File: src/rtl/ahbl_pkg.sv
// Shared AHB-Lite encodings and payload types for the two-master arbiter.
package ahbl_pkg;

    localparam int unsigned ADDR_W  = 32;
    localparam int unsigned DATA_W  = 32;
    localparam int unsigned TRANS_W = 2;
    localparam int unsigned SIZE_W  = 3;
    localparam int unsigned MIDX_W  = 1;

    localparam logic [TRANS_W-1:0] HTRANS_IDLE   = 2'b00;
    localparam logic [TRANS_W-1:0] HTRANS_NONSEQ = 2'b10;

    localparam logic [SIZE_W-1:0] HSIZE_BYTE = 3'b000;
    localparam logic [SIZE_W-1:0] HSIZE_HALF = 3'b001;
    localparam logic [SIZE_W-1:0] HSIZE_WORD = 3'b010;

    typedef logic [MIDX_W-1:0] midx_t;

    // Address-phase control bundle of one master
    typedef struct packed {
        logic [ADDR_W-1:0]  haddr;
        logic [TRANS_W-1:0] htrans;
        logic [SIZE_W-1:0]  hsize;
        logic               hwrite;
    } ahb_ap_t;

endpackage

File: src/rtl/ahbl_arbiter_2m_if.sv
// Bus bundle around ahbl_arbiter_2m: two master ports and one shared slave port.
interface ahbl_arbiter_2m_if;
    import ahbl_pkg::*;

    logic [ADDR_W-1:0]  M0_HADDR;
    logic [TRANS_W-1:0] M0_HTRANS;
    logic [SIZE_W-1:0]  M0_HSIZE;
    logic               M0_HWRITE;
    logic [DATA_W-1:0]  M0_HWDATA;
    logic               M0_HREADY;
    logic [DATA_W-1:0]  M0_HRDATA;

    logic [ADDR_W-1:0]  M1_HADDR;
    logic [TRANS_W-1:0] M1_HTRANS;
    logic [SIZE_W-1:0]  M1_HSIZE;
    logic               M1_HWRITE;
    logic [DATA_W-1:0]  M1_HWDATA;
    logic               M1_HREADY;
    logic [DATA_W-1:0]  M1_HRDATA;

    logic [ADDR_W-1:0]  S_HADDR;
    logic [TRANS_W-1:0] S_HTRANS;
    logic [SIZE_W-1:0]  S_HSIZE;
    logic               S_HWRITE;
    logic [DATA_W-1:0]  S_HWDATA;
    logic               S_HREADY;
    logic               S_HREADYOUT;
    logic [DATA_W-1:0]  S_HRDATA;

    // Arbiter side: slave to both masters, drives the shared slave port
    modport slave (
        input  M0_HADDR, M0_HTRANS, M0_HSIZE, M0_HWRITE, M0_HWDATA,
        output M0_HREADY, M0_HRDATA,
        input  M1_HADDR, M1_HTRANS, M1_HSIZE, M1_HWRITE, M1_HWDATA,
        output M1_HREADY, M1_HRDATA,
        output S_HADDR, S_HTRANS, S_HSIZE, S_HWRITE, S_HWDATA, S_HREADY,
        input  S_HREADYOUT, S_HRDATA
    );

    // Environment side: the two masters plus the slave
    modport master (
        output M0_HADDR, M0_HTRANS, M0_HSIZE, M0_HWRITE, M0_HWDATA,
        input  M0_HREADY, M0_HRDATA,
        output M1_HADDR, M1_HTRANS, M1_HSIZE, M1_HWRITE, M1_HWDATA,
        input  M1_HREADY, M1_HRDATA,
        input  S_HADDR, S_HTRANS, S_HSIZE, S_HWRITE, S_HWDATA, S_HREADY,
        output S_HREADYOUT, S_HRDATA
    );

endinterface

File: src/rtl/ahbl_arb_rr2.sv
// Two-way address-phase grant (round-robin or fixed M0 priority) with a lock
// that freezes the grant while the slave stalls a presented address phase.
module ahbl_arb_rr2
    import ahbl_pkg::*;
#(
    parameter bit FIXED_PRIO = 1'b0
) (
    input  logic       HCLK,
    input  logic       HRESETn,
    input  logic [1:0] req_i,
    input  logic       hready_i,
    output midx_t      gnt_c,
    output logic       gnt_req_c
);

    midx_t last_gnt_q, last_gnt_d;
    logic  ap_lock_q,  ap_lock_d;
    midx_t ap_owner_q, ap_owner_d;

    always_comb begin
        gnt_c = last_gnt_q;
        if (ap_lock_q) begin
            gnt_c = ap_owner_q;
        end else begin
            case (req_i)
                2'b01:   gnt_c = 1'b0;
                2'b10:   gnt_c = 1'b1;
                2'b11:   gnt_c = FIXED_PRIO ? 1'b0 : ~last_gnt_q;
                default: gnt_c = last_gnt_q;
            endcase
        end
        gnt_req_c = req_i[gnt_c];
    end

    // Lock is taken on a stalled granted request and dropped on any ready cycle
    always_comb begin
        last_gnt_d = last_gnt_q;
        ap_lock_d  = ap_lock_q;
        ap_owner_d = ap_owner_q;
        if (hready_i) begin
            ap_lock_d = 1'b0;
            if (gnt_req_c) last_gnt_d = gnt_c;
        end else if (gnt_req_c) begin
            ap_lock_d  = 1'b1;
            ap_owner_d = gnt_c;
        end
    end

    always_ff @(posedge HCLK or negedge HRESETn) begin
        if (!HRESETn) begin
            last_gnt_q <= 1'b1;
            ap_lock_q  <= 1'b0;
            ap_owner_q <= 1'b0;
        end else begin
            last_gnt_q <= last_gnt_d;
            ap_lock_q  <= ap_lock_d;
            ap_owner_q <= ap_owner_d;
        end
    end

endmodule

File: src/rtl/ahbl_arbiter_2m.sv
// Two-master AHB-Lite arbiter: shares one slave port between M0 and M1,
// steering write/read data by data-phase owner and holding stalled read data.
module ahbl_arbiter_2m
    import ahbl_pkg::*;
#(
    parameter bit FIXED_PRIO = 1'b0
) (
    input  logic             HCLK,
    input  logic             HRESETn,
    ahbl_arbiter_2m_if.slave bus
);

    logic [1:0]             req;
    midx_t                  gnt_c;
    logic                   gnt_req_c;
    ahb_ap_t                ap_m0, ap_m1, ap_c;
    logic                   dp_active_q, dp_active_d;
    midx_t                  dp_owner_q,  dp_owner_d;
    logic [1:0]             done_q, done_d;
    logic [1:0]             hready_c;
    logic [1:0][DATA_W-1:0] rdata_hold_q, rdata_hold_d;

    assign req   = {bus.M1_HTRANS[1], bus.M0_HTRANS[1]};
    assign ap_m0 = '{haddr: bus.M0_HADDR, htrans: bus.M0_HTRANS,
                     hsize: bus.M0_HSIZE, hwrite: bus.M0_HWRITE};
    assign ap_m1 = '{haddr: bus.M1_HADDR, htrans: bus.M1_HTRANS,
                     hsize: bus.M1_HSIZE, hwrite: bus.M1_HWRITE};

    ahbl_arb_rr2 #(.FIXED_PRIO(FIXED_PRIO)) u_arb (
        .HCLK      (HCLK),
        .HRESETn   (HRESETn),
        .req_i     (req),
        .hready_i  (bus.S_HREADYOUT),
        .gnt_c     (gnt_c),
        .gnt_req_c (gnt_req_c)
    );

    // SEQ is forwarded as NONSEQ since consecutive beats may be interleaved
    always_comb begin
        ap_c        = gnt_c ? ap_m1 : ap_m0;
        ap_c.htrans = gnt_req_c ? HTRANS_NONSEQ : HTRANS_IDLE;
    end

    always_comb begin
        hready_c = 2'b11;
        for (int i = 0; i < 2; i++) begin
            if (req[i] && (gnt_c != MIDX_W'(i)))
                hready_c[i] = 1'b0;
            else if (dp_active_q && (dp_owner_q == MIDX_W'(i)) && !done_q[i])
                hready_c[i] = bus.S_HREADYOUT;
            else if (req[i])
                hready_c[i] = bus.S_HREADYOUT;
        end
    end

    // A finished data phase whose master is still stalled parks its read data
    always_comb begin
        dp_active_d  = dp_active_q;
        dp_owner_d   = dp_owner_q;
        done_d       = done_q;
        rdata_hold_d = rdata_hold_q;
        if (bus.S_HREADYOUT) begin
            dp_active_d = gnt_req_c;
            if (gnt_req_c) dp_owner_d = gnt_c;
        end
        for (int i = 0; i < 2; i++) begin
            if (dp_active_q && (dp_owner_q == MIDX_W'(i)) && bus.S_HREADYOUT && !hready_c[i]) begin
                done_d[i]       = 1'b1;
                rdata_hold_d[i] = bus.S_HRDATA;
            end else if (hready_c[i]) begin
                done_d[i] = 1'b0;
            end
        end
    end

    always_ff @(posedge HCLK or negedge HRESETn) begin
        if (!HRESETn) begin
            dp_active_q  <= 1'b0;
            dp_owner_q   <= 1'b0;
            done_q       <= 2'b00;
            rdata_hold_q <= '0;
        end else begin
            dp_active_q  <= dp_active_d;
            dp_owner_q   <= dp_owner_d;
            done_q       <= done_d;
            rdata_hold_q <= rdata_hold_d;
        end
    end

    assign bus.S_HADDR   = ap_c.haddr;
    assign bus.S_HTRANS  = ap_c.htrans;
    assign bus.S_HSIZE   = ap_c.hsize;
    assign bus.S_HWRITE  = ap_c.hwrite;
    assign bus.S_HWDATA  = (dp_active_q && (dp_owner_q == 1'b1)) ? bus.M1_HWDATA : bus.M0_HWDATA;
    assign bus.S_HREADY  = bus.S_HREADYOUT;
    assign bus.M0_HREADY = hready_c[0];
    assign bus.M1_HREADY = hready_c[1];
    assign bus.M0_HRDATA = done_q[0] ? rdata_hold_q[0] : bus.S_HRDATA;
    assign bus.M1_HRDATA = done_q[1] ? rdata_hold_q[1] : bus.S_HRDATA;

endmodule

File: src/flat_wrapper.sv
// flat-port wrapper written by rule: the top's interface ports become plain ports
module ahbl_arbiter_2m_flat import ahbl_pkg::*;
#(
    parameter bit FIXED_PRIO = 1'b0
)
  (HCLK, HRESETn, bus_M0_HADDR, bus_M0_HTRANS, bus_M0_HSIZE, bus_M0_HWRITE, bus_M0_HWDATA, bus_M0_HREADY, bus_M0_HRDATA, bus_M1_HADDR, bus_M1_HTRANS, bus_M1_HSIZE, bus_M1_HWRITE, bus_M1_HWDATA, bus_M1_HREADY, bus_M1_HRDATA, bus_S_HADDR, bus_S_HTRANS, bus_S_HSIZE, bus_S_HWRITE, bus_S_HWDATA, bus_S_HREADY, bus_S_HREADYOUT, bus_S_HRDATA);
  ahbl_arbiter_2m_if bus_i ();
  input  logic HCLK;
  input  logic HRESETn;
  input wire logic [$bits(bus_i.M0_HADDR)-1:0] bus_M0_HADDR;
  input wire logic [$bits(bus_i.M0_HTRANS)-1:0] bus_M0_HTRANS;
  input wire logic [$bits(bus_i.M0_HSIZE)-1:0] bus_M0_HSIZE;
  input wire logic [$bits(bus_i.M0_HWRITE)-1:0] bus_M0_HWRITE;
  input wire logic [$bits(bus_i.M0_HWDATA)-1:0] bus_M0_HWDATA;
  output wire logic [$bits(bus_i.M0_HREADY)-1:0] bus_M0_HREADY;
  output wire logic [$bits(bus_i.M0_HRDATA)-1:0] bus_M0_HRDATA;
  input wire logic [$bits(bus_i.M1_HADDR)-1:0] bus_M1_HADDR;
  input wire logic [$bits(bus_i.M1_HTRANS)-1:0] bus_M1_HTRANS;
  input wire logic [$bits(bus_i.M1_HSIZE)-1:0] bus_M1_HSIZE;
  input wire logic [$bits(bus_i.M1_HWRITE)-1:0] bus_M1_HWRITE;
  input wire logic [$bits(bus_i.M1_HWDATA)-1:0] bus_M1_HWDATA;
  output wire logic [$bits(bus_i.M1_HREADY)-1:0] bus_M1_HREADY;
  output wire logic [$bits(bus_i.M1_HRDATA)-1:0] bus_M1_HRDATA;
  output wire logic [$bits(bus_i.S_HADDR)-1:0] bus_S_HADDR;
  output wire logic [$bits(bus_i.S_HTRANS)-1:0] bus_S_HTRANS;
  output wire logic [$bits(bus_i.S_HSIZE)-1:0] bus_S_HSIZE;
  output wire logic [$bits(bus_i.S_HWRITE)-1:0] bus_S_HWRITE;
  output wire logic [$bits(bus_i.S_HWDATA)-1:0] bus_S_HWDATA;
  output wire logic [$bits(bus_i.S_HREADY)-1:0] bus_S_HREADY;
  input wire logic [$bits(bus_i.S_HREADYOUT)-1:0] bus_S_HREADYOUT;
  input wire logic [$bits(bus_i.S_HRDATA)-1:0] bus_S_HRDATA;
  assign bus_i.M0_HADDR = bus_M0_HADDR;
  assign bus_i.M0_HTRANS = bus_M0_HTRANS;
  assign bus_i.M0_HSIZE = bus_M0_HSIZE;
  assign bus_i.M0_HWRITE = bus_M0_HWRITE;
  assign bus_i.M0_HWDATA = bus_M0_HWDATA;
  assign bus_M0_HREADY = bus_i.M0_HREADY;
  assign bus_M0_HRDATA = bus_i.M0_HRDATA;
  assign bus_i.M1_HADDR = bus_M1_HADDR;
  assign bus_i.M1_HTRANS = bus_M1_HTRANS;
  assign bus_i.M1_HSIZE = bus_M1_HSIZE;
  assign bus_i.M1_HWRITE = bus_M1_HWRITE;
  assign bus_i.M1_HWDATA = bus_M1_HWDATA;
  assign bus_M1_HREADY = bus_i.M1_HREADY;
  assign bus_M1_HRDATA = bus_i.M1_HRDATA;
  assign bus_S_HADDR = bus_i.S_HADDR;
  assign bus_S_HTRANS = bus_i.S_HTRANS;
  assign bus_S_HSIZE = bus_i.S_HSIZE;
  assign bus_S_HWRITE = bus_i.S_HWRITE;
  assign bus_S_HWDATA = bus_i.S_HWDATA;
  assign bus_S_HREADY = bus_i.S_HREADY;
  assign bus_i.S_HREADYOUT = bus_S_HREADYOUT;
  assign bus_i.S_HRDATA = bus_S_HRDATA;
  ahbl_arbiter_2m #(.FIXED_PRIO(FIXED_PRIO)) u_core (.HCLK(HCLK), .HRESETn(HRESETn), .bus(bus_i));
endmodule
File: config.mk
export PLATFORM = sky130hd
export DESIGN_NAME = ahbl_arbiter_2m_flat
export DESIGN_NICKNAME = d
export VERILOG_FILES = /design/src/rtl/ahbl_pkg.sv /design/src/rtl/ahbl_arbiter_2m_if.sv /design/src/rtl/ahbl_arb_rr2.sv /design/src/rtl/ahbl_arbiter_2m.sv /design/src/flat_wrapper.sv
export SDC_FILE = /design/constraint.sdc
export NUM_CORES = 1
export LEC_CHECK = 0
export BUFFER_PORTS_ARGS = -buffer_cell sky130_fd_sc_hd__buf_2
export CORE_ASPECT_RATIO = 0.9
export CORE_MARGIN = 4
export CORE_UTILIZATION = 25
export CTS_BUF_LIST = sky130_fd_sc_hd__clkbuf_2
export DETAILED_ROUTE_END_ITERATION = 6
export GPL_ROUTABILITY_DRIVEN = 0
export PLACE_DENSITY = 0.6
export SYNTH_ARGS = -nofsm -noshare
export SYNTH_HDL_FRONTEND = slang
export SYNTH_SLANG_ARGS = --single-unit
File: constraint.sdc
create_clock -name HCLK -period 3.6 [get_ports HCLK]
set_input_delay 0.54 -clock HCLK [delete_from_list [all_inputs] [get_ports HCLK]]
set_output_delay 0.54 -clock HCLK [all_outputs]
set_load 0.02 [all_outputs]
==> flow_metrics.tcl, run 1 <==
set metrics [dict create \
    status "finished, final reports clean" \
    endpoint_kind "output pin" \
    cp.buffers_inverters 2 \
    worstPathRequired_ns 3.06 \
    synthToLayoutAreaGrowth_pct 43.3 \
    synth_ff_type "dfrtp_1" \
    vdd_drop_max_mv 0.301 \
    seq_power_share_pct 42.9 \
    p_leak_nw 3.06 \
    setup_viol 0 \
    synth_top_area_share_pct 40.5 \
    routedWlPerCell_um 16.5 \
    avgSynthCellArea_um2 13.1 \
    port_buffers 308 \
    boundaryPins 312 \
    power_density_mw_per_mm2 510 \
    slew_headroom_pct 38.8 \
    highest_layer "met4" \
    rows 45 \
    synth_edf_count 0 \
    final_core_util_pct 36.7 \
    drive_above_1_share_pct 77.0 \
    ys_async_sr_fraction_pct 100 \
    drv_cap 0 \
    hold_viol_final 0 \
    grt_max_degree 72 \
    dr_total_vias 3720 \
    clock_path_buffers 2 \
    p_clk_share_pct 14.3 \
    synth_area_mm2 0.00432 \
    netlist_instances 329 \
    period_share_pct 86.9 \
    synth-seq-cells 71 \
    whs_ns 0.107 \
    grt_pass1_wl_um 21400 \
    grt_usage_pct 13.8 \
    cts_hold_buf 0 \
    met1Wirelength_um 6260 \
    power.switching_w 0.00115 \
    p_sw_share_pct 36.3 \
    clock_skew_ns 0.0307 \
    antenna_found_initial 0 \
    slew_viol_final 0 \
    drt-pass1-iter-count 4 \
    combPwrFrac_pct 42.9 \
    clock_sink_count 71 \
    hp-class "in2async" \
    ant_nets 0 \
    fin_crit_ns 3.13 \
    cpPeakStageDelay_ns 0.58 \
    synth_nets 504 \
    cts_made_buffers 9 \
    die_x_um 147 \
    layout_common_cells "307 x buf_2, 153 x mux2_2, 68 x dfrtp_1" \
    clk_pin_slew_ns 0.20 \
    initial_core_util_pct 25.6 \
    tightest_slew_ns 0.918 \
    cp-start-kind "register" \
    grt_pass1_vias 3834 \
    dieArea_mm2 0.0195 \
    ys_warn_count 0 \
    ys_seq_area_share_pct 41.1 \
    cts_root_buf "clkbuf_2" \
    cts_resized 0 \
    cts_tree "built" \
    critical_path_arrival_ns 2.59 \
    core_mm2 0.0169 \
    yosysUniqueCellTypes 27 \
    critical_path_class "reg2out" \
    cpMaxStageDelayCell "dfstp_2" \
    wl_met2_um 6470 \
    nNetsFinal 805 \
    worstPathCellList "nor2_1, o31ai_4, buf_4, mux2_2, buf_2" \
    clock_latency_ns 0.53 \
    wl_met3_um 1110 \
    insertedDiodeCount 0 \
    crit_family "flip-flops" \
    fin_setup_tns_ns 0 \
    dieHeight_um 133 \
    grt_overflow 0 \
    cts_setup_buffers 0 \
    place_inst 830 \
    cts_max_level 3 \
    final_cells 846 \
    drtIter0Drc 89 \
    p_int_w 0.00201 \
    path_max_fanout 16 \
    layout_commonest_cell "buf_2" \
    max_freq_ghz 0.320 \
    routed_wl_um 14000 \
    dp_hpwl_um 10800 \
    rsz0062_at_grt "no" \
    route.detailed.drc 0 \
    yosysTopAreaCell "dfrtp_1" \
    synth_area_leaders "dfrtp_1 41%, mux2_2 40%, mux2_1 11%" \
    vias_per_cell 4.40 \
]
[cell usage after synthesis (2+ instances only)]
| cell type | number |
|---|---|
| a21boi_0 | 2 |
| buf_1 | 3 |
| buf_2 | 10 |
| buf_4 | 3 |
| clkbuf_1 | 9 |
| dfrtp_1 | 70 |
| inv_1 | 2 |
| mux2_1 | 43 |
| mux2_2 | 153 |
| nand2_1 | 7 |
| nand2b_1 | 2 |
| nor2_1 | 7 |
| nor3_1 | 2 |
| o21ai_0 | 3 |
[power by group through the flow]
stage	registers, W	clock network (W)	logic (W)
2_1_floorplan	0.00129	0	0.000981
3_5_place_dp	0.00137	0	0.00137
6_report	0.00135	0.000450	0.00135
3_3_place_gp	0.00137	0	0.00135
4_1_cts	0.00136	0.000486	0.00137
5_1_grt	0.00140	0.000518	0.00146
[path summary, 6_finish.rpt]
path	cells past startpoint	endpoint	from	slack, ns
hold / removal	1	u_core.rdata_hold_q[53]	HRESETn	0.11
max in group asynchronous	1	u_core.done_q[0]	HRESETn	2.84
min in group HCLK	2	u_core.rdata_hold_q[19]	bus_S_HRDATA[19]	0.24
setup reg to reg	5	u_core.rdata_hold_q[2]	u_core.u_arb.last_gnt_q	1.60
setup / recovery	5	bus_S_HADDR[18]	u_core.u_arb.last_gnt_q	0.47
hold reg to reg	1	u_core.rdata_hold_q[34]	u_core.rdata_hold_q[34]	0.51
[per-layer routing]
| metal | up-vias | track usage, % |
|---|---|---|
| li1 | 1807 | - |
| met1 | 1758 | 18.1 |
| met4 | 0 | 2.66 |
| met3 | 8 | 5.65 |
| met5 | - | 0 |
| met2 | 147 | 21.6 |
[area by class of cell]
class,instances,area [um2]
Sequential cell,71,1780
Clock inverter,4,46.3
Clock buffer,12,60.1
Tap cell,211,264
Inverter,2,7.51
Timing Repair Buffer,315,1610
Multi-Input combinational cell,231,2430
Fill cell,1710,10700
[registers in the layout, summed over array words and instances (netlist names)]
name                     count
u_core.rdata_hold_q         64
u_core.done_q                2
u_core.dp_active_q           1
u_core.dp_owner_q            1
u_core.u_arb.ap_lock_q       1
u_core.u_arb.ap_owner_q      1
u_core.u_arb.last_gnt_q      1
[metrics by stage]
step                      power (W)  setup slack, ns  instance area [um2]
after floorplan             0.00227             1.44                 4320
after global placement      0.00272            0.840                 6090
after detailed placement    0.00274            0.838                 6090
after CTS                   0.00321            0.383                 6190
after global routing        0.00338            0.289                 6190
final                       0.00316            0.472                 6190
[logic make-up after synthesis]
kind of cell	Yosys count	synth area share, %
compound gates	13	2.55
buf+inv	27	2.90
flops	71	41.1
mux	196	51.1
other cells	1	0.0868
simple gates	21	2.26
[worst register-to-register path, cell delays in order, from the launching register on]
cell     delay [ns]
dfstp_2        0.58
nor2_1         0.06
o31ai_4        0.54
nand2_2        0.11
buf_4          0.25
mux2_1         0.34
(Power assumes the default switching activity.)
==> inputs of run 2 (changes only) <==
Settings changed: HOLD_SLACK_MARGIN set to 0.03, REMOVE_ABC_BUFFERS set to 1.
Clock period 3.6 ns to 3.1 ns, I/O delays scaled along.
==> run 2 against run 1 <==
  * First-iteration DRC count grew 60%
  * Combinational power grew 24%
  * Register-to-register slack lost 0.74 ns
  * Die area is the same
  * Count of clock-buffer cells in the layout shrank 3
==> flow_metrics.tcl, run 2 (synthesized netlist as in run 1, its figures left out) <==
set metrics [dict create \
    status "finished, final reports clean" \
    clock_sink_count 71 \
    fin_setup_tns_ns 0 \
    ant_nets 0 \
    drtIter0Drc 142 \
    grt_pass1_vias 4000 \
    vdd_drop_max_mv 0.176 \
    clock_skew_ns 0.0496 \
    hold_start "bus_S_HRDATA[26]" \
    vias_per_cell 4.43 \
    cpMaxStageDelayCell "dfstp_2" \
    initial_core_util_pct 25.6 \
    slew_headroom_pct 65.2 \
    cts_max_level 3 \
    worstPathCellList "nor2_1, o31ai_4, buf_4, mux2_2, buf_2" \
    total_power_w 0.00394 \
    largest_reg_flops 64 \
    period_share_pct 92.0 \
    cpPeakStageDelay_ns 0.60 \
    path_max_fanout 25 \
    dp_hpwl_um 13100 \
    routedWlPerCell_um 19.0 \
    nNetsFinal 809 \
    dr_total_vias 3773 \
    hold_depth 2 \
    hp-class "in2reg" \
    cp.buffers_inverters 2 \
    antenna_found_initial 1 \
    dieHeight_um 133 \
    crit_family "flip-flops" \
    drt-pass1-iter-count 4 \
    cts_root_buf "clkbuf_2" \
    fin_crit_ns 2.85 \
    core_mm2 0.0169 \
    rrSetupSlack_ns 0.86 \
    rows 45 \
    setup_viol 0 \
    layout_common_cells "308 x buf_2, 153 x mux2_2, 70 x dfrtp_1" \
    worstPathRequired_ns 2.63 \
    cts_setup_buffers 0 \
    worst_r2r_endpoint "u_core.rdata_hold_q[12]" \
    grt_usage_pct 16.7 \
    hold_viol_final 0 \
    max_freq_ghz 0.351 \
    worstReg2RegStart "u_core.u_arb.last_gnt_q" \
    slew_viol_final 0 \
    tightest_slew_ns 0.521 \
    grt_pass1_wl_um 24400 \
    power_density_mw_per_mm2 625 \
    port_buffers 308 \
    critical_path_class "reg2out" \
    whs_endpoint "u_core.rdata_hold_q[58]" \
    clock_latency_ns 0.54 \
    drive_above_1_share_pct 76.8 \
    grt_max_degree 72 \
    reg2regPathDepth 6 \
    grt_overflow 0 \
    regMostFlops "u_core.rdata_hold_q" \
    boundaryPins 312 \
    final_cells 851 \
    cts_made_buffers 9 \
    place_inst 833 \
    p_leak_nw 3.11 \
    endpoint_kind "output pin" \
    route.detailed.drc 0 \
    layout_commonest_cell "buf_2" \
    cp-start-kind "register" \
    critical_path_arrival_ns 2.39 \
    clock_path_buffers 2 \
    clk_pin_slew_ns 0.24 \
    rsz0062_at_grt "no" \
    reg.largest.list "u_core.rdata_hold_q (64), u_core.done_q (2)" \
    die_x_um 147 \
    synthToLayoutAreaGrowth_pct 45.7 \
    routed_wl_um 16200 \
    cts_tree "built" \
    drv_cap 0 \
    dieArea_mm2 0.0195 \
]
## run 2: cell count changes in the layout (fill, tap and decap cells not counted), sizes merged
cell,delta
buf,+3
clkbuf,-3
bufinv,+2
diode,+1
dlygate4sd3,+1
inv,+1
## run 2: area by class of cell
type	instances	area (um2)
Fill cell	1687	10600
Multi-Input combinational cell	231	2430
Sequential cell	71	1780
Timing Repair Buffer	319	1650
Tap cell	211	264
Clock inverter	7	120
Clock buffer	9	45.0
Inverter	2	7.51
Antenna cell	1	2.50
## run 2: worst reg2reg max path: cells and delay by family (launching register included)
kind,cells,cell delay (ns)
flip-flops,1,0.60
buffers and inverters,2,0.58
AND/OR/NAND/NOR,2,0.41
multiplexers,1,0.32
AO/OA/AOI/OAI,1,0.23
## run 2: where the power goes
part	switching [W]	internal, W
registers	0.000189	0.00135
logic	0.000880	0.000801
clock network	0.000371	0.000350
total	0.00144	0.00250
## run 2: worst max-delay path by stage
stage	startpoint	slack, ns	depth (start not counted)	end
final	u_core.u_arb.last_gnt_q	0.25	5	bus_S_HSIZE[1]
after global routing	u_core.u_arb.last_gnt_q	0.05	5	bus_S_HADDR[13]
after CTS	u_core.u_arb.last_gnt_q	0.17	5	bus_S_HADDR[13]
after detailed placement	bus_M1_HTRANS[1]	0.72	7	u_core.rdata_hold_q[1]
after global placement	bus_M0_HTRANS[1]	0.73	7	u_core.rdata_hold_q[2]
after floorplan	bus_M0_HTRANS[1]	-0.34	4	u_core.rdata_hold_q[0]
## run 2: per-layer routing
metal / GRT usage [%] / vias up / share of wire [%]
met3: 4.01 / 26 / 6.7
li1: - / 1818 / -
met4: 9.61 / 0 / 5.0
met2: 27.5 / 179 / 48
met5: 0 / - / 0
met1: 19.9 / 1750 / 40
## run 2: timing repair
item                                   in CTS  in global routing
hold buffers                                1                  0
endpoints found under the hold margin      70                  0
resized for setup                           0                  0
## run 2: metrics by stage
step	util [%]	setup slack [ns]	cell area [um2]	hold WS (ns)
after detailed placement	36.2	0.717	6120	0.468
final	37.3	0.248	6300	0.145
after global routing	37.3	0.0509	6300	0.0393
after CTS	37.3	0.169	6290	0.0353
after global placement	36.2	0.735	6120	0.466
after floorplan	-	-0.338	4200	0.169
==> inputs of run 3 (changes only) <==
--- a/config.mk
+++ b/config.mk
@@ -7,5 +7,4 @@
 export LEC_CHECK = 0
 export BUFFER_PORTS_ARGS = -buffer_cell sky130_fd_sc_hd__buf_2
-export CORE_ASPECT_RATIO = 0.9
 export CORE_MARGIN = 4
 export CORE_UTILIZATION = 25
@@ -14,7 +13,8 @@
 export GPL_ROUTABILITY_DRIVEN = 0
 export HOLD_SLACK_MARGIN = 0.03
-export PLACE_DENSITY = 0.6
+export PLACE_DENSITY = 0.59
 export REMOVE_ABC_BUFFERS = 1
 export SYNTH_ARGS = -nofsm -noshare
 export SYNTH_HDL_FRONTEND = slang
+export SYNTH_HIERARCHICAL = 1
 export SYNTH_SLANG_ARGS = --single-unit
==> constraint.sdc (replaced) <==
create_clock -name HCLK -period 3.1 [get_ports HCLK]
set_input_delay 0.465 -clock HCLK [delete_from_list [all_inputs] [get_ports HCLK]]
set_output_delay 0.465 -clock HCLK [all_outputs]
set_load 0.1 [all_outputs]
==> run 3 against run 2 <==
  * Combinational power is 100% higher
  * Wire length shrank 4.2%
  * Register-to-register slack about the same
  * Cell count rose by 1.8%
  * Maximum frequency decreased by 0.54%
  * Count of clock-buffer cells in the layout is the same
  * First-iteration DRC count fell by 46%
  * Sequential share of layout area is 0.75 points lower
  * Sequential power is essentially flat
  * Flip-flop and latch count did not move
  * Worst hold slack worse by 0.059 ns
  * Critical path depth rose by 1
==> flow_metrics.tcl, run 3 <==
set metrics [dict create \
    routed_wl_um 15500 \
    antenna_found_initial 6 \
    regMostFlops "u_core/rdata_hold_q" \
    slew_headroom_pct 37.2 \
    ys_async_sr_fraction_pct 100 \
    final_core_util_pct 37.3 \
    cts_tree "built" \
    drt-pass1-iter-count 4 \
    drive_above_1_share_pct 79.1 \
    synthSimpleGateAreaFrac_pct 2.56 \
    boundaryPins 312 \
    ff_latch_area_mm2 0.00178 \
    clk_pin_slew_ns 0.21 \
    cp-start-kind "register" \
    critical_path_arrival_ns 2.40 \
    cts_max_level 3 \
    die_x_um 141 \
    rows 48 \
    reg.largest.list "u_core/rdata_hold_q (64), u_core/done_q (2)" \
    port_buffers 308 \
    ys_warn_count 6 \
    synth_mux_area_share_pct 50.7 \
    cts_resized 0 \
    power_density_mw_per_mm2 876 \
    yosys-top-cells-count "157 x mux2_2, 70 x dfrtp_1, 30 x mux2_1, 14 x buf_2, 10 x mux2_4" \
    cts_root_buf "clkbuf_2" \
    nFillCells 1781 \
    clock_latency_ns 0.49 \
    synth-seq-cells 71 \
    fin_crit_ns 2.87 \
    clock_skew_ns 0.0207 \
    vias_per_cell 4.39 \
    synth_ff_type "dfrtp_1" \
    yosysTopAreaCell "mux2_2" \
    total_power_w 0.00567 \
    nNetsFinal 811 \
    drv_cap 0 \
    critical_path_class "reg2out" \
    hp-class "in2async" \
    dieHeight_um 141 \
    synth_most_common_cell "mux2_2" \
    layout_common_cells "299 x buf_2, 157 x mux2_2, 70 x dfrtp_1" \
    yosys.area_share.adder_pct 0 \
    yosys.area_share.xor_xnor_pct 0 \
    core_mm2 0.0174 \
    initial_core_util_pct 25.6 \
    ys_seq_area_share_pct 40.0 \
    p_leak_nw 3.19 \
    ant_nets 0 \
    grt_usage_pct 14.7 \
    max_freq_ghz 0.349 \
    largest_reg_flops 64 \
    grt_overflow 0 \
    slew_viol_final 0 \
    tightest_slew_ns 0.942 \
    synth_edf_count 0 \
    grt_max_degree 72 \
    layout_commonest_cell "buf_2" \
    cts_made_buffers 9 \
    netlist_instances 333 \
    cts_setup_buffers 0 \
    synth_top_area_share_pct 39.7 \
    vdd_drop_max_mv 0.491 \
    route.detailed.drc 0 \
    insertedDiodeCount 0 \
    dp_hpwl_um 12400 \
    period_share_pct 92.5 \
    synthToLayoutAreaGrowth_pct 45.4 \
    grt_pass1_wl_um 22700 \
    clock_path_buffers 2 \
    synth-compound-area-share_pct 1.94 \
    rsz0062_at_grt "no" \
    synth_area_mm2 0.00445 \
    yosysUniqueCellTypes 29 \
    multi_input_area_mm2 0.00246 \
    avgSynthCellArea_um2 13.4 \
    dieArea_mm2 0.0200 \
    path_max_fanout 36 \
    status "finished, final reports clean" \
    synth_top_family_by_area "multiplexers" \
    endpoint_kind "output pin" \
    clock_sink_count 71 \
    setup_viol 0 \
    cts_hold_buf 0 \
    dr_total_vias 3804 \
    synth_area_leaders "mux2_2 40%, dfrtp_1 39%, mux2_1 7.6%" \
    worstPathRequired_ns 2.63 \
    routedWlPerCell_um 17.9 \
    grt_pass1_vias 3905 \
    drtIter0Drc 76 \
    hold_viol_final 0 \
]
run 3: cell types whose count changed in the layout (fill, tap and decap cells not counted), moves of 2 or more:
cell,before,now
mux2_4,0,10
o21ai_0,3,5
buf_2,308,299
buf_12,2,10
mux2_1,43,30
a31oi_1,0,4
mux2_2,153,157
nor2_1,7,2
a21boi_0,2,0
inv_1,2,7
a21oi_1,1,3
run 3: cells by family after synthesis:
| kind of cell | count (synthesis) |
|---|---|
| simple gates | 17 |
| flops | 71 |
| mux | 197 |
| other cells | 1 |
| buf+inv | 32 |
| compound gates | 15 |
run 3: where the power goes:
| part | internal [W] | total, W | leakage, nW | switching (W) |
|---|---|---|---|---|
| clock network | 0.000351 | 0.000711 | 0.0925 | 0.000361 |
| logic | 0.000924 | 0.00339 | 2.23 | 0.00247 |
| registers | 0.00135 | 0.00156 | 0.867 | 0.000210 |
| total | 0.00263 | 0.00567 | 3.19 | 0.00304 |
run 3: through the flow:
step           instances  hold slack, ns  setup WS [ns]  cell area, um2  TNS (ns)
5_1_grt              866          0.0645         0.0455            6470         0
6_report             866          0.0858          0.232            6470         0
4_1_cts              866          0.0384          0.144            6470         0
3_3_place_gp         850           0.463          0.698            6300         0
3_5_place_dp         850           0.468          0.699            6300         0
2_1_floorplan        308           0.169         -0.602            4260    -0.658
run 3: path summary, 6_finish.rpt:
check,start,end,slack (ns),cells after the start
max in group asynchronous,HRESETn,u_core/rdata_hold_q[51],2.42,1
hold reg to reg,u_core/rdata_hold_q[5],u_core/rdata_hold_q[5],0.51,1
setup reg to reg,u_core/u_arb/last_gnt_q,u_core/rdata_hold_q[47],0.87,7
min in group HCLK,bus_S_HRDATA[13],u_core/rdata_hold_q[13],0.20,2
hold / removal,HRESETn,u_core/rdata_hold_q[25],0.09,1
setup / recovery,u_core/u_arb/last_gnt_q,bus_S_HADDR[7],0.23,6
run 3: worst max-delay path: stages, from the launching register on:
cell and delay (ns):
dfstp_2 0.58, nand2b_1 0.12, o21ai_0 0.08, o21a_2 0.26, buf_12 0.19, mux2_2 0.25
buf_2 0.43
run 3: final cells by class:
cell class | instances | area share, %
Clock buffer | 9 | 0.696
Clock inverter | 7 | 1.86
Inverter | 7 | 0.406
Multi-Input combinational cell | 230 | 38.0
Sequential cell | 71 | 27.5
Tap cell | 225 | 4.35
Timing Repair Buffer | 317 | 27.2
run 3: metal layers:
metal	wire (um)	part of all wire, %	GRT usage (%)	vias to the layer above
met5	81	0.52	0	-
met4	505	3.3	5.81	10
met3	1410	9.1	5.97	28
met2	7720	50	25.5	166
met1	5800	37	16.1	1778
li1	-	-	-	1822
